## src/rtl/video_timing_gen.sv

```systemverilog
// Raster generator: h/v counters, syncs, data enable and frame markers, with mode changes
// deferred to a frame boundary. Define VIDEO_INTERLACE_EN to enable interlaced field timing.
module video_timing_gen #(
    parameter int H_WIDTH = 12,
    parameter int V_WIDTH = 11
) (
    input  logic               clock,
    input  logic               reset_n,
    input  logic [H_WIDTH-1:0] h_active,
    input  logic [H_WIDTH-1:0] h_front,
    input  logic [H_WIDTH-1:0] h_sync,
    input  logic [H_WIDTH-1:0] h_back,
    input  logic [V_WIDTH-1:0] v_active,
    input  logic [V_WIDTH-1:0] v_front,
    input  logic [V_WIDTH-1:0] v_sync,
    input  logic [V_WIDTH-1:0] v_back,
    input  logic               hsync_pol,
    input  logic               vsync_pol,
    input  logic               interlaced,
    output logic               hsync,
    output logic               vsync,
    output logic               de,
    output logic [H_WIDTH-1:0] h_count,
    output logic [V_WIDTH-1:0] v_count,
    output logic               frame_start,
    output logic               mode_applied,
    output logic               field
);
    localparam logic [0:0] IDLE = 1'b0;
    localparam logic [0:0] RUN  = 1'b1;

    logic [0:0]         state_q, state_d;
    logic [H_WIDTH-1:0] hc_q, hc_d;
    logic [V_WIDTH-1:0] vc_q, vc_d;
    logic               fld_q, fld_d;
    logic               pending_q, pending_d;
    logic               loaded_q, loaded_d;
    logic               load_shadow;

    logic [H_WIDTH-1:0] sh_h_active, sh_h_front, sh_h_sync, sh_h_back;
    logic [V_WIDTH-1:0] sh_v_active, sh_v_front, sh_v_sync, sh_v_back;
    logic               sh_hsync_pol, sh_vsync_pol;
    logic               ilace, ilace_differ;

`ifdef VIDEO_INTERLACE_EN
    logic sh_interlaced;
    always_ff @(posedge clock or negedge reset_n) begin
        if (!reset_n) begin
            sh_interlaced <= 1'b0;
        end else if (load_shadow) begin
            sh_interlaced <= interlaced;
        end
    end
    assign ilace        = sh_interlaced;
    assign ilace_differ = interlaced != sh_interlaced;
`else
    logic unused_interlaced;
    assign unused_interlaced = interlaced;
    assign ilace             = 1'b0;
    assign ilace_differ      = 1'b0;
`endif

    logic [H_WIDTH-1:0] h_total, h_last, h_half, hs_start, hs_end;
    logic [V_WIDTH-1:0] v_total, v_last, vs_start, vs_end;
    logic inputs_valid, differ, line_end, frame_end, boundary;
    logic h_act, v_act, h_in_sync, v_in_sync, v_after_start, v_before_end;

    assign h_total  = sh_h_active + sh_h_front + sh_h_sync + sh_h_back;
    assign h_last   = h_total - H_WIDTH'(1);
    assign h_half   = h_total >> 1;
    assign hs_start = sh_h_active + sh_h_front;
    assign hs_end   = hs_start + sh_h_sync;
    assign v_total  = sh_v_active + sh_v_front + sh_v_sync + sh_v_back;
    // Field 1 of an interlaced frame carries one extra back-porch line.
    assign v_last   = v_total - V_WIDTH'(1) + {{(V_WIDTH-1){1'b0}}, ilace & fld_q};
    assign vs_start = sh_v_active + sh_v_front;
    assign vs_end   = vs_start + sh_v_sync;

    assign inputs_valid = (|h_active) && (|h_front) && (|h_sync) && (|h_back) &&
                          (|v_active) && (|v_front) && (|v_sync) && (|v_back);
    assign differ = (h_active != sh_h_active) || (h_front != sh_h_front) ||
                    (h_sync != sh_h_sync) || (h_back != sh_h_back) ||
                    (v_active != sh_v_active) || (v_front != sh_v_front) ||
                    (v_sync != sh_v_sync) || (v_back != sh_v_back) ||
                    (hsync_pol != sh_hsync_pol) || (vsync_pol != sh_vsync_pol) || ilace_differ;

    assign line_end  = hc_q == h_last;
    assign frame_end = line_end && (vc_q == v_last);
    assign boundary  = frame_end && (!ilace || fld_q);

    assign h_act         = hc_q < sh_h_active;
    assign v_act         = vc_q < sh_v_active;
    assign h_in_sync     = (hc_q >= hs_start) && (hc_q < hs_end);
    // In field 1 the vertical sync edges sit at mid-line.
    assign v_after_start = (vc_q > vs_start) || ((vc_q == vs_start) && (hc_q >= h_half));
    assign v_before_end  = (vc_q < vs_end) || ((vc_q == vs_end) && (hc_q < h_half));
    assign v_in_sync     = (ilace && fld_q) ? (v_after_start && v_before_end)
                                            : ((vc_q >= vs_start) && (vc_q < vs_end));

    always_comb begin
        state_d     = state_q;
        hc_d        = hc_q;
        vc_d        = vc_q;
        fld_d       = fld_q;
        pending_d   = pending_q;
        loaded_d    = 1'b0;
        load_shadow = 1'b0;
        case (state_q)
            IDLE: begin
                load_shadow = 1'b1;
                hc_d        = '0;
                vc_d        = '0;
                fld_d       = 1'b0;
                pending_d   = 1'b0;
                if (inputs_valid) begin
                    state_d = RUN;
                end
            end
            RUN: begin
                pending_d = pending_q | differ;
                if (line_end) begin
                    hc_d = '0;
                    if (vc_q == v_last) begin
                        vc_d  = '0;
                        fld_d = ilace ? ~fld_q : 1'b0;
                    end else begin
                        vc_d = vc_q + V_WIDTH'(1);
                    end
                end else begin
                    hc_d = hc_q + H_WIDTH'(1);
                end
                if (boundary && (pending_q || differ)) begin
                    load_shadow = 1'b1;
                    pending_d   = 1'b0;
                    fld_d       = 1'b0;
                    if (inputs_valid) begin
                        loaded_d = 1'b1;
                    end else begin
                        state_d = IDLE;
                    end
                end
            end
            default: state_d = IDLE;
        endcase
    end

    always_ff @(posedge clock or negedge reset_n) begin
        if (!reset_n) begin
            state_q   <= IDLE;
            hc_q      <= '0;
            vc_q      <= '0;
            fld_q     <= 1'b0;
            pending_q <= 1'b0;
            loaded_q  <= 1'b0;
        end else begin
            state_q   <= state_d;
            hc_q      <= hc_d;
            vc_q      <= vc_d;
            fld_q     <= fld_d;
            pending_q <= pending_d;
            loaded_q  <= loaded_d;
        end
    end

    always_ff @(posedge clock or negedge reset_n) begin
        if (!reset_n) begin
            sh_h_active  <= '0;
            sh_h_front   <= '0;
            sh_h_sync    <= '0;
            sh_h_back    <= '0;
            sh_v_active  <= '0;
            sh_v_front   <= '0;
            sh_v_sync    <= '0;
            sh_v_back    <= '0;
            sh_hsync_pol <= 1'b0;
            sh_vsync_pol <= 1'b0;
        end else if (load_shadow) begin
            sh_h_active  <= h_active;
            sh_h_front   <= h_front;
            sh_h_sync    <= h_sync;
            sh_h_back    <= h_back;
            sh_v_active  <= v_active;
            sh_v_front   <= v_front;
            sh_v_sync    <= v_sync;
            sh_v_back    <= v_back;
            sh_hsync_pol <= hsync_pol;
            sh_vsync_pol <= vsync_pol;
        end
    end

    // Output stage: one cycle behind the counters; held at zero outside RUN.
    always_ff @(posedge clock or negedge reset_n) begin
        if (!reset_n) begin
            hsync        <= 1'b0;
            vsync        <= 1'b0;
            de           <= 1'b0;
            h_count      <= '0;
            v_count      <= '0;
            frame_start  <= 1'b0;
            mode_applied <= 1'b0;
            field        <= 1'b0;
        end else if (state_q == RUN) begin
            hsync        <= h_in_sync ? sh_hsync_pol : ~sh_hsync_pol;
            vsync        <= v_in_sync ? sh_vsync_pol : ~sh_vsync_pol;
            de           <= h_act && v_act;
            h_count      <= hc_q;
            v_count      <= vc_q;
            frame_start  <= (hc_q == '0) && (vc_q == '0) && !(ilace && fld_q);
            mode_applied <= loaded_q;
            field        <= ilace & fld_q;
        end else begin
            hsync        <= 1'b0;
            vsync        <= 1'b0;
            de           <= 1'b0;
            h_count      <= '0;
            v_count      <= '0;
            frame_start  <= 1'b0;
            mode_applied <= 1'b0;
            field        <= 1'b0;
        end
    end
endmodule

```

## config.mk

```make
export PLATFORM = sky130hd
export DESIGN_NAME = video_timing_gen
export DESIGN_NICKNAME = d
export VERILOG_FILES = /design/src/rtl/video_timing_gen.sv
export SDC_FILE = /design/constraint.sdc
export NUM_CORES = 1
export LEC_CHECK = 0
export BUFFER_PORTS_ARGS = -buffer_cell sky130_fd_sc_hd__buf_4
export CORE_MARGIN = 10
export CORE_UTILIZATION = 35
export CTS_BUF_LIST = sky130_fd_sc_hd__clkbuf_8
export DETAILED_ROUTE_END_ITERATION = 10
export PLACE_DENSITY = 0.61
export SLEW_MARGIN = 10
export SYNTH_ARGS = -nofsm -noshare
export SYNTH_HDL_FRONTEND = slang
export SYNTH_SLANG_ARGS = --single-unit
```

## constraint.sdc

```tcl
create_clock -name clock -period 7.99 [get_ports clock]
set_clock_uncertainty 0.2 [all_clocks]
set_input_delay 1.1985 -clock clock [delete_from_list [all_inputs] [get_ports clock]]
set_output_delay 1.1985 -clock clock [all_outputs]
set_load 0.02 [all_outputs]
```

==> flow_summary.json <==
{
  "setup_ws_ns": 0.707,
  "finalSetupViolCount": 0,
  "critical_path_class": "register to register",
  "place_ws_ns": 0.848,
  "crit_required_ns": 8.14,
  "ys_seq_area_frac": 0.307,
  "dp_hpwl_um": 31500,
  "r2r-end": "sh_h_front[0]$_DFFE_PN0P_",
  "die-area_um2": 42300,
  "dr.pass1.iters": 5,
  "rr_startpoint": "sh_h_front[0]$_DFFE_PN0P_",
  "ant_nets": 0,
  "clk_latency_ns": 0.47,
  "period_needed_ns": 7.28,
  "clockRootBuffer": "clkbuf_8",
  "cts_tree": "built",
  "max_freq_mhz": 137,
  "port_buffers": 123,
  "max_cap_violations": 0,
  "status": "complete, no violations",
  "synthCells": 1253,
  "track_usage": 0.183,
  "vias": 9732,
  "dr_wl_met3_um": 2530,
  "yosysTopAreaCell": "dfrtp_1",
  "fill_cells": 3356,
  "clk_path_buf_depth": 2,
  "design_area_um2": 13800,
  "yosysMostFrequentCell": "inv_1",
  "cts_hold_buf": 0,
  "clk_pin_slew_ns": 0.08,
  "crit_path_start_kind": "register",
  "die_w_um": 206,
  "num-nets-final": 1632,
  "cts_resized": 0,
  "grt_max_degree": 57,
  "postCtsSetupRepairBufs": 0,
  "crit_path_max_fanout": 36,
  "hold_viol_final": 0,
  "synth_warnings": 0,
  "cts_inserted_buffers": 17,
  "synth_top_area_share": 0.307,
  "p_leak_nw": 6.72,
  "layout-drive-gt1-share": 0.183,
  "design.core.area_um2": 33800,
  "pin_count": 126,
  "placed_cell_area_um2": 13500,
  "ff2ff_path_depth": 29,
  "synth_commonest_cells": "inv_1 (167), ha_1 (149), dfrtp_1 (148)",
  "initial_utilization": 0.357,
  "synth-seq-cells": 148,
  "worst_pin_slew_ns": 0.961,
  "async_reset_ff_frac": 1.00,
  "grt_pass1_wl_um": 58800,
  "clkSinkCount": 148,
  "ys_types": 70,
  "slowest_delay_ns": 0.64,
  "h-tree-depth": 4,
  "crit_slowest_cell": "o41ai_4",
  "ir_drop_mv": 0.0995,
  "power.density_nw_per_um2": 224,
  "drc": 0,
  "num_rows": 67,
  "vias_per_cell": 5.29,
  "min_to": "mode_applied$_DFF_PN0_",
  "netlist_area_um2": 12100,
  "cp.arrival_ns": 7.43,
  "hp-class": "register to register",
  "end_kind": "register",
  "grt_setup_unrepaired": "false",
  "holdPathStages": 1,
  "met1Wirelength_um": 18500,
  "postSynthNetCount": 1505,
  "synth_area_leaders": "dfrtp_1 (31%), ha_1 (15%), xor2_1 (5.4%), xnor2_1 (5.4%), inv_1 (5.2%)",
  "overflow": 0,
  "drv_slew": 0,
  "n_antenna_cell": 0,
  "highest_layer": "met4",
  "hp-start": "loaded_q$_DFF_PN0_",
  "wl_per_cell_um": 20.8,
  "setup_tns_ns": 0,
  "period_share": 0.912,
  "gp_congestion": 0.947,
  "grt_pass1_vias": 9971,
  "synth-main-ff-cell": "dfrtp_1",
  "grt_antenna_before_repair": 0,
  "die_y_um": 206,
  "r2r_slack_ns": 0.71,
  "wirelength_um": 38300,
  "met2_length_um": 16500,
  "slew_headroom": 0.359,
  "drt_iter0_drc": 660,
  "postSynthAreaPerCell_um2": 9.63,
  "area_growth_pct": 14.6,
  "final_util": 0.409,
  "synth_edf_count": 0
}
[worst max-delay path by stage]
stage / startpoint / end / slack, ns / cells after the start
2_1_floorplan: sh_h_active[0]$_DFFE_PN0P_ / sh_h_sync[0]$_DFFE_PN0P_ / 1.81 / 29
3_3_place_gp: sh_h_front[0]$_DFFE_PN0P_ / sh_h_back[11]$_DFFE_PN0P_ / 1.03 / 29
3_5_place_dp: sh_h_front[0]$_DFFE_PN0P_ / sh_h_back[11]$_DFFE_PN0P_ / 0.85 / 28
4_1_cts: sh_h_front[0]$_DFFE_PN0P_ / sh_h_back[11]$_DFFE_PN0P_ / 0.79 / 29
5_1_grt: sh_h_front[0]$_DFFE_PN0P_ / sh_h_back[11]$_DFFE_PN0P_ / 0.11 / 29
6_report: sh_h_front[0]$_DFFE_PN0P_ / sh_h_front[0]$_DFFE_PN0P_ / 0.71 / 29
[logic make-up after synthesis]
logic type | share of synthesized area
buf+inv | 0.0661
fa+ha+maj | 0.164
flops | 0.307
compound gates | 0.129
simple gates | 0.125
xor+xnor | 0.108
other cells | 0.000311
mux | 0.101
[metal layers]
metal / vias up / GRT usage
met1: 4725 / 0.257
li1: 4684 / -
met5: - / 0
met3: 38 / 0.0398
met4: 0 / 0.0470
met2: 285 / 0.277
[placed cells by master (no fill, tap or decap), types with 7 or more instances in the layout]
cell / n
nand3_1: 25
o21a_1: 10
a21o_1: 32
o21bai_1: 10
xor2_1: 75
mux2_4: 36
mux2i_1: 11
o21ai_0: 36
nor4_1: 45
and3_1: 7
nand2b_1: 16
nand2_1: 42
buf_4: 127
and2_1: 14
nor2b_1: 9
dfrtp_1: 148
xnor2_1: 74
nand4_1: 22
mux2_2: 46
ha_1: 149
nor2_1: 54
nor3_1: 18
inv_1: 169
clkbuf_8: 17
a21oi_1: 57
o22ai_1: 21
a221oi_1: 8
or3_1: 9
[registers in the layout, indices dropped and copies added, names as in the netlist, 12 cells and up]
| name | cells |
|---|---|
| h_count | 12 |
| sh_h_back | 12 |
| sh_h_active | 12 |
| hc_q | 12 |
| sh_h_sync | 12 |
| sh_h_front | 12 |
[power breakdown]
group          internal, mW  total (mW)  switching, mW
combinational         0.718        1.60          0.883
clock                 0.248       0.576          0.327
sequential            0.813       0.925          0.112
total                  1.78        3.10           1.32
[metrics by stage]
step	hold WS [ns]	power (mW)	cells
after detailed placement	0.242	2.53	1809
after global placement	0.253	2.49	1809
after floorplan	0.234	2.09	1253
final	0.263	3.10	1841
after CTS	0.261	3.12	1841
after global routing	0.269	3.37	1841
[worst max-delay path: cells and delay by family (launching register included)]
family / cells / cell delay, ns
and+or+nand+nor: 4 / 0.71
xor gates and xnor gates: 1 / 0.21
AOI/OAI and AO/OA: 13 / 3.01
DFF: 1 / 0.44
buffers and inverters: 4 / 0.51
adders and majority gates: 5 / 1.49
muxes: 2 / 0.52
[layout make-up]
type / count / area [um^2] / share of cell area
Multi-Input combinational cell: 916 / 7570 / 0.547
Sequential cell: 148 / 3700 / 0.268
Timing Repair Buffer: 130 / 1000 / 0.0726
Inverter: 167 / 627 / 0.0453
Tap cell: 448 / 561 / 0.0405
Clock buffer: 17 / 234 / 0.0169
Clock inverter: 15 / 135 / 0.00977
No activity file was read; power rests on OpenSTA's default activity.
